[config.mk]
export PLATFORM = sky130hd
export DESIGN_NAME = counter_sched
export DESIGN_NICKNAME = d
export VERILOG_FILES = /design/src/rtl/counter_sched.sv
export SDC_FILE = /design/constraint.sdc
export NUM_CORES = 1
export LEC_CHECK = 0
export ABC_CLOCK_PERIOD_IN_PS = 2100
export CAP_MARGIN = 15
export CORE_ASPECT_RATIO = 1.2
export CORE_MARGIN = 5
export CORE_UTILIZATION = 45
export CTS_BUF_LIST = sky130_fd_sc_hd__clkbuf_2
export DETAILED_ROUTE_END_ITERATION = 16
export PLACE_DENSITY = 0.86
export SYNTH_ARGS = -nofsm -noshare
export SYNTH_HDL_FRONTEND = slang
export SYNTH_SLANG_ARGS = --single-unit
[constraint.sdc]
create_clock -name clk -period 2.1 [get_ports clk]
set_clock_uncertainty 0.15 [all_clocks]
set_input_delay 0.21 -clock clk [delete_from_list [all_inputs] [get_ports clk]]
set_output_delay 0.21 -clock clk [all_outputs]
set_load 0.05 [all_outputs]
[src/rtl/counter_sched.sv]
// Time-shares one external free-running counter among NREQ requesters.
// Requesters are served round-robin. Each done pulse marks the end of that requester's delay.
module counter_sched #(
  parameter int NREQ  = 4,
  parameter int WIDTH = 8
) (
  input  logic                  clk,
  input  logic                  reset,
  input  logic [NREQ-1:0]       req,
  input  logic [NREQ*WIDTH-1:0] req_delay,
  output logic [NREQ-1:0]       gnt,
  output logic [NREQ-1:0]       done,
  output logic                  busy,
  output logic                  cnt_clr,
  output logic                  cnt_en,
  input  logic [WIDTH-1:0]      cnt_value
);

  localparam int IW = (NREQ > 1) ? $clog2(NREQ) : 1;
  localparam int SW = IW + 1;
  localparam logic [NREQ-1:0] ONE = NREQ'(1);

  typedef enum logic [1:0] {S_IDLE, S_CLEAR, S_RUN, S_DONE} state_t;

  state_t            state, state_d;
  logic [IW-1:0]     rr_ptr, rr_ptr_d;
  logic [IW-1:0]     owner, owner_d;
  logic [IW-1:0]     sel, next_owner;
  logic [WIDTH-1:0]  target, target_d;
  logic [NREQ-1:0]   gnt_d, done_d;
  logic              found;
  logic [WIDTH-1:0]  delay_arr [NREQ];

  for (genvar g = 0; g < NREQ; g++) begin : g_delay
    assign delay_arr[g] = req_delay[g*WIDTH +: WIDTH];
  end

  // Scan rr_ptr, rr_ptr+1, ... (mod NREQ) and take the first pending request.
  always_comb begin
    logic [SW-1:0] sum;
    sel   = rr_ptr;
    found = 1'b0;
    sum   = '0;
    for (int i = 0; i < NREQ; i++) begin
      sum = {1'b0, rr_ptr} + SW'(i);
      if (sum >= SW'(NREQ)) sum = sum - SW'(NREQ);
      if (!found && req[sum[IW-1:0]]) begin
        found = 1'b1;
        sel   = sum[IW-1:0];
      end
    end
  end

  assign next_owner = (owner == IW'(NREQ - 1)) ? '0 : owner + IW'(1);
  assign busy       = (state != S_IDLE);

  always_comb begin
    // NOTE: every output of this block gets a default first, so no branch can infer a latch.
    state_d  = state;
    owner_d  = owner;
    target_d = target;
    rr_ptr_d = rr_ptr;
    gnt_d    = gnt;
    done_d   = '0;
    cnt_clr  = 1'b0;
    cnt_en   = 1'b0;
    unique case (state)
      S_IDLE: begin
        if (found) begin
          owner_d  = sel;
          target_d = delay_arr[sel];
          gnt_d    = ONE << sel;
          state_d  = S_CLEAR;
        end
      end
      S_CLEAR: begin
        cnt_clr = 1'b1;
        if (!req[owner]) begin
          state_d  = S_IDLE;
          gnt_d    = '0;
          rr_ptr_d = next_owner;
        end else begin
          state_d = S_RUN;
        end
      end
      S_RUN: begin
        // A dropped request abandons the job silently; the counter is left frozen.
        if (!req[owner]) begin
          state_d  = S_IDLE;
          gnt_d    = '0;
          rr_ptr_d = next_owner;
        end else if (cnt_value == target) begin
          state_d = S_DONE;
          done_d  = gnt;
        end else begin
          cnt_en = 1'b1;
        end
      end
      S_DONE: begin
        state_d  = S_IDLE;
        gnt_d    = '0;
        rr_ptr_d = next_owner;
      end
      default: state_d = S_IDLE;
    endcase
  end

  always_ff @(posedge clk or negedge reset) begin
    if (!reset) begin
      state  <= S_IDLE;
      rr_ptr <= '0;
      owner  <= '0;
      target <= '0;
      gnt    <= '0;
      done   <= '0;
    end else begin
      // NOTE: non-blocking assignments so every register samples the pre-edge values.
      state  <= state_d;
      rr_ptr <= rr_ptr_d;
      owner  <= owner_d;
      target <= target_d;
      gnt    <= gnt_d;
      done   <= done_d;
    end
  end

endmodule

==> results of run 1 <==
[metrics by stage]
| step | power (W) | util [%] | setup TNS (ps) | hold slack, ps | cell area, µm² |
|---|---|---|---|---|---|
| finish | 0.00255 | 71.0 | 0 | 31.3 | 2210 |
| global route | 0.00273 | 71.0 | -11.4 | 35.9 | 2210 |
| CTS | 0.00250 | 70.1 | 0 | 37.9 | 2180 |
| detailed placement | 0.00217 | 68.3 | -2750 | 341 | 2120 |
| global placement | 0.00210 | 68.3 | -1700 | 345 | 2120 |
| floorplan | 0.00175 | - | 0 | -236 | 1490 |
[worst max-delay path, delay by kind of cell (launching register included)]
| kind | cells | cell delay [ps] |
|---|---|---|
| buffers and inverters | 1 | 190 |
| multiplexers | 1 | 570 |
| AND/OR/NAND/NOR | 1 | 110 |
| flip-flops | 1 | 440 |
| AO/OA/AOI/OAI | 1 | 50 |
[area by class of cell]
type | count | area (µm²) | share of cell area [%]
Multi-Input combinational cell | 115 | 880 | 39.8
Timing Repair Buffer | 66 | 666 | 30.1
Sequential cell | 22 | 552 | 25.0
Tap cell | 36 | 45.0 | 2.04
Clock inverter | 1 | 30.0 | 1.36
Inverter | 6 | 22.5 | 1.02
Clock buffer | 3 | 15.0 | 0.680
[path summary, 6_finish.rpt]
check,from,slack [ps],end
max reg2reg,rr_ptr[1],70,target[1]
min,reset,30,done[1]
max,owner[0],60,cnt_en
max in group asynchronous,reset,1540,rr_ptr[1]
min in group clk,gnt[0],380,gnt[0]
min reg2reg,gnt[0],380,gnt[0]
[kinds of logic after synthesis]
kind of cell,Yosys count
buffers and inverters,13
flip-flops,22
AND/OR/NAND/NOR,48
AO/OA/AOI/OAI,42
adder cells (fa/ha/maj),5
XOR/XNOR,8
multiplexers,12
[layer usage]
layer,GRT usage [%],vias up
met4,6.37,0
met1,21.4,658
met2,29.1,47
met3,2.31,6
li1,-,682
met5,0,-
[flip-flops by register name (all words and copies together) (netlist names)]
signal / cells
target: 8
state: 2
rr_ptr: 2
gnt: 4
done: 4
owner: 2
[where the power goes]
group          internal, W  total, W  switching, W
clock             0.000164  0.000297      0.000133
sequential        0.000581  0.000726      0.000144
combinational     0.000700   0.00153      0.000830
total              0.00145   0.00255       0.00111
[what timing repair did]
action,CTS,global route
pin swaps,0,2
buffers inserted,2,1
gates resized for setup,1,5
setup endpoints to repair,1,9
[synthesized netlist by cell type, drive strengths merged]
cell type / n / area share [%]
a221o: 1 / 0.68
a22o: 2 / 1.2
nor2b: 2 / 1.0
a21oi: 3 / 1.0
a41oi: 1 / 0.59
inv: 6 / 1.5
ha: 5 / 4.2
nand4: 2 / 0.85
o311ai: 8 / 4.7
nor3b: 1 / 0.51
a21boi: 8 / 4.1
buf: 7 / 3.4
o21a: 1 / 0.51
mux2: 2 / 1.5
o22ai: 2 / 0.85
xor2: 8 / 4.7
and2: 5 / 2.3
nor2: 9 / 2.3
a2bb2oi: 1 / 0.59
and3: 8 / 4.2
a21o: 2 / 1.1
o21ai: 3 / 1.0
nand2b: 2 / 0.85
o211ai: 9 / 4.9
dfrtp: 22 / 37
mux4: 1 / 1.8
mux2i: 9 / 6.1
and2b: 1 / 0.51
a2111o: 1 / 0.85
nor3: 1 / 0.34
nor4: 1 / 0.42
nand2: 16 / 4.1
==> PnR_summary.wiki, run 1 <==
{| class="wikitable"
! Metric !! Value
|-
| Status || finished, final reports clean
|-
| Avg Inst Size Synth || between 9 and 10 µm²
|-
| Critical path, cell by cell || mux4_2, nand2_4, a41oi_4, buf_12
|-
| CTS Sinks || 22
|-
| Antenna violation net count after detailed routing || 0
|-
| Area of the core region || between 3000 and 4000 µm²
|-
| Synth-to-layout area growth || 49.5%
|-
| CTS tree || built
|-
| Cell at the root of the clock tree || clkbuf_2
|-
| Cell depth of the worst flop-to-flop path || 5
|-
| Maximum net fanout on the critical path || 2
|-
| Initial Utilization || a little under half
|-
| Slew at the pin closest to its max-slew limit || 499 ps
|-
| Number of synthesized register bits || 22
|-
| Die area || between 4000 and 5000 µm²
|-
| Setup slack after placement || -278 ps
|-
| Hold Violations, Final || 0
|-
| Post-Syn Instances || 150
|-
| Total CTS buffers || 3
|-
| Headroom to the max-slew limit || 66.6%
|-
| Initial detailed-routing violation count || 52
|-
| DRC errors left || 0
|-
| Main combinational cell family by area after synthesis || compound AO/OA/AOI/OAI gates
|-
| Layout cell share with drive strength beyond 1 || 16.9%
|-
| Per-cell via count in the routed design || between 5 and 6
|-
| DR WL met2 || ~2100 µm
|-
| Pin count of the biggest net entering global routing || 23
|-
| Die outline width || around 62 µm
|-
| Setup violations, final || 0
|-
| Endpoint class of the critical path || output port
|-
| Type of the worst setup path || reg2out
|-
| Non-filler instance count after layout || between 200 and 250
|-
| Most common cell after layout, fill and taps aside || clkdlybuf4s50_1
|-
| Count of buffers from port buffering || 56
|-
| Max-cap violation count || 0
|-
| Final HPWL DP || roughly 3100 µm
|-
| Crit path DAT || ~1700 ps
|-
| Max Freq || ~0.49 GHz
|-
| Synthesized-area fraction occupied by adder cells || under 10%
|-
| Number of nets produced by synthesis || 201
|-
| Pins Over Slew Limit || 0
|-
| Number of distinct library cells after synthesis || 40
|-
| Wire length of the first global-routing pass || around 6400 µm
|-
| Max incr delay on CP || ~570 ps
|-
| Total GRT Usage || 16.9%
|-
| Startpoint kind of the worst setup timing path || flop
|-
| Final layout net count || between 200 and 300
|-
| Final GP Congestion || between 0.7 and 0.8
|-
| Crit path setup slack, layout || between 60 and 70 ps
|-
| Number of buffers added to fix hold violations after cts || 0
|-
| Post-placement cell count || 242
|-
| Total power density per cell area || about 1200 nW/µm²
|-
| Worst supply voltage drop on vdd || roughly 0.00086 V
|-
| Height of the chip || around 73 µm
|-
| Antenna fix cells || 0
|-
| Netlist Area Pre-Place || 1480 µm²
|-
| Maximum buffer depth of the clock tree || 2
|-
| Post-Synth Simple-Gate Area || 17.4%
|-
| Met1 routed wirelength after detailed routing || about 1600 µm
|-
| Number of rows in the core area || 22
|-
| Aggregate global routing overflow || 0
|-
| Required @ worst endpoint || roughly 1700 ps
|-
| Post-route clock period utilization || a little over nine tenths
|-
| CTS H-Tree Depth || 1
|-
| Synth warn || 0
|-
| Initial DRT Pass Iterations || 4
|-
| Clock latency of the later-clocked register in the worst-skew pair || 320 ps
|-
| Routed length per instance || 16.2 µm
|-
| Sequential cell area fraction in the yosys report || between 30% and 40%
|-
| Topmost layer with routed signal wires || met4
|-
| Fraction of synthesized area in multiplexers || a little under a tenth
|-
| Class of the most critical hold timing path || in2async
|-
| Commonest cells after routing, fill and taps aside || 53 x clkdlybuf4s50_1, 21 x dfrtp_1, 15 x nand2_1
|-
| Detailed-routed wire length on met3 || 195 µm
|-
| Number of placed I/O pins || 57
|-
| Initial antenna violation count || 0
|-
| Total Routed Length || between 4000 and 5000 µm
|-
| Number of inserted filler cells in the final layout || 240
|-
| Post-Synth XOR/XNOR Area || under 10%
|-
| Final min period || between 2000 and 2500 ps
|-
| Synth Area in Compound Gates || 22.1%
|-
| Vias in the first global route || about 1,400
|-
| Routed vias || around 1,400
|-
| Clock input transition at the sequential cells of the worst setup and hold paths || approximately 220 ps
|-
| Leakage power figure || around 0.98 nW
|-
| Cell type of the slowest stage on the worst timing path || mux4_2
|}
Power figures use the tool's default switching activity.
==> run 2, diff against run 1 <==
--- a/config.mk
+++ b/config.mk
@@ -11,6 +11,7 @@
 export CORE_MARGIN = 5
 export CORE_UTILIZATION = 45
 export CTS_BUF_LIST = sky130_fd_sc_hd__clkbuf_2
+export CTS_CLUSTER_SIZE = 14
 export DETAILED_ROUTE_END_ITERATION = 16
 export PLACE_DENSITY = 0.86
 export SYNTH_ARGS = -nofsm -noshare
==> results of run 2 <==
No change in the layout: final DEF, timing and power equal those of run 1.
==> run 3, diff against run 2 <==
--- a/config.mk
+++ b/config.mk
@@ -11,7 +11,7 @@
 export CORE_MARGIN = 5
 export CORE_UTILIZATION = 45
 export CTS_BUF_LIST = sky130_fd_sc_hd__clkbuf_2
-export CTS_CLUSTER_SIZE = 14
+export CTS_CLUSTER_SIZE = 16
 export DETAILED_ROUTE_END_ITERATION = 16
 export PLACE_DENSITY = 0.86
 export SYNTH_ARGS = -nofsm -noshare
==> results of run 3 <==
No change in the layout: final DEF, timing and power equal those of run 1.
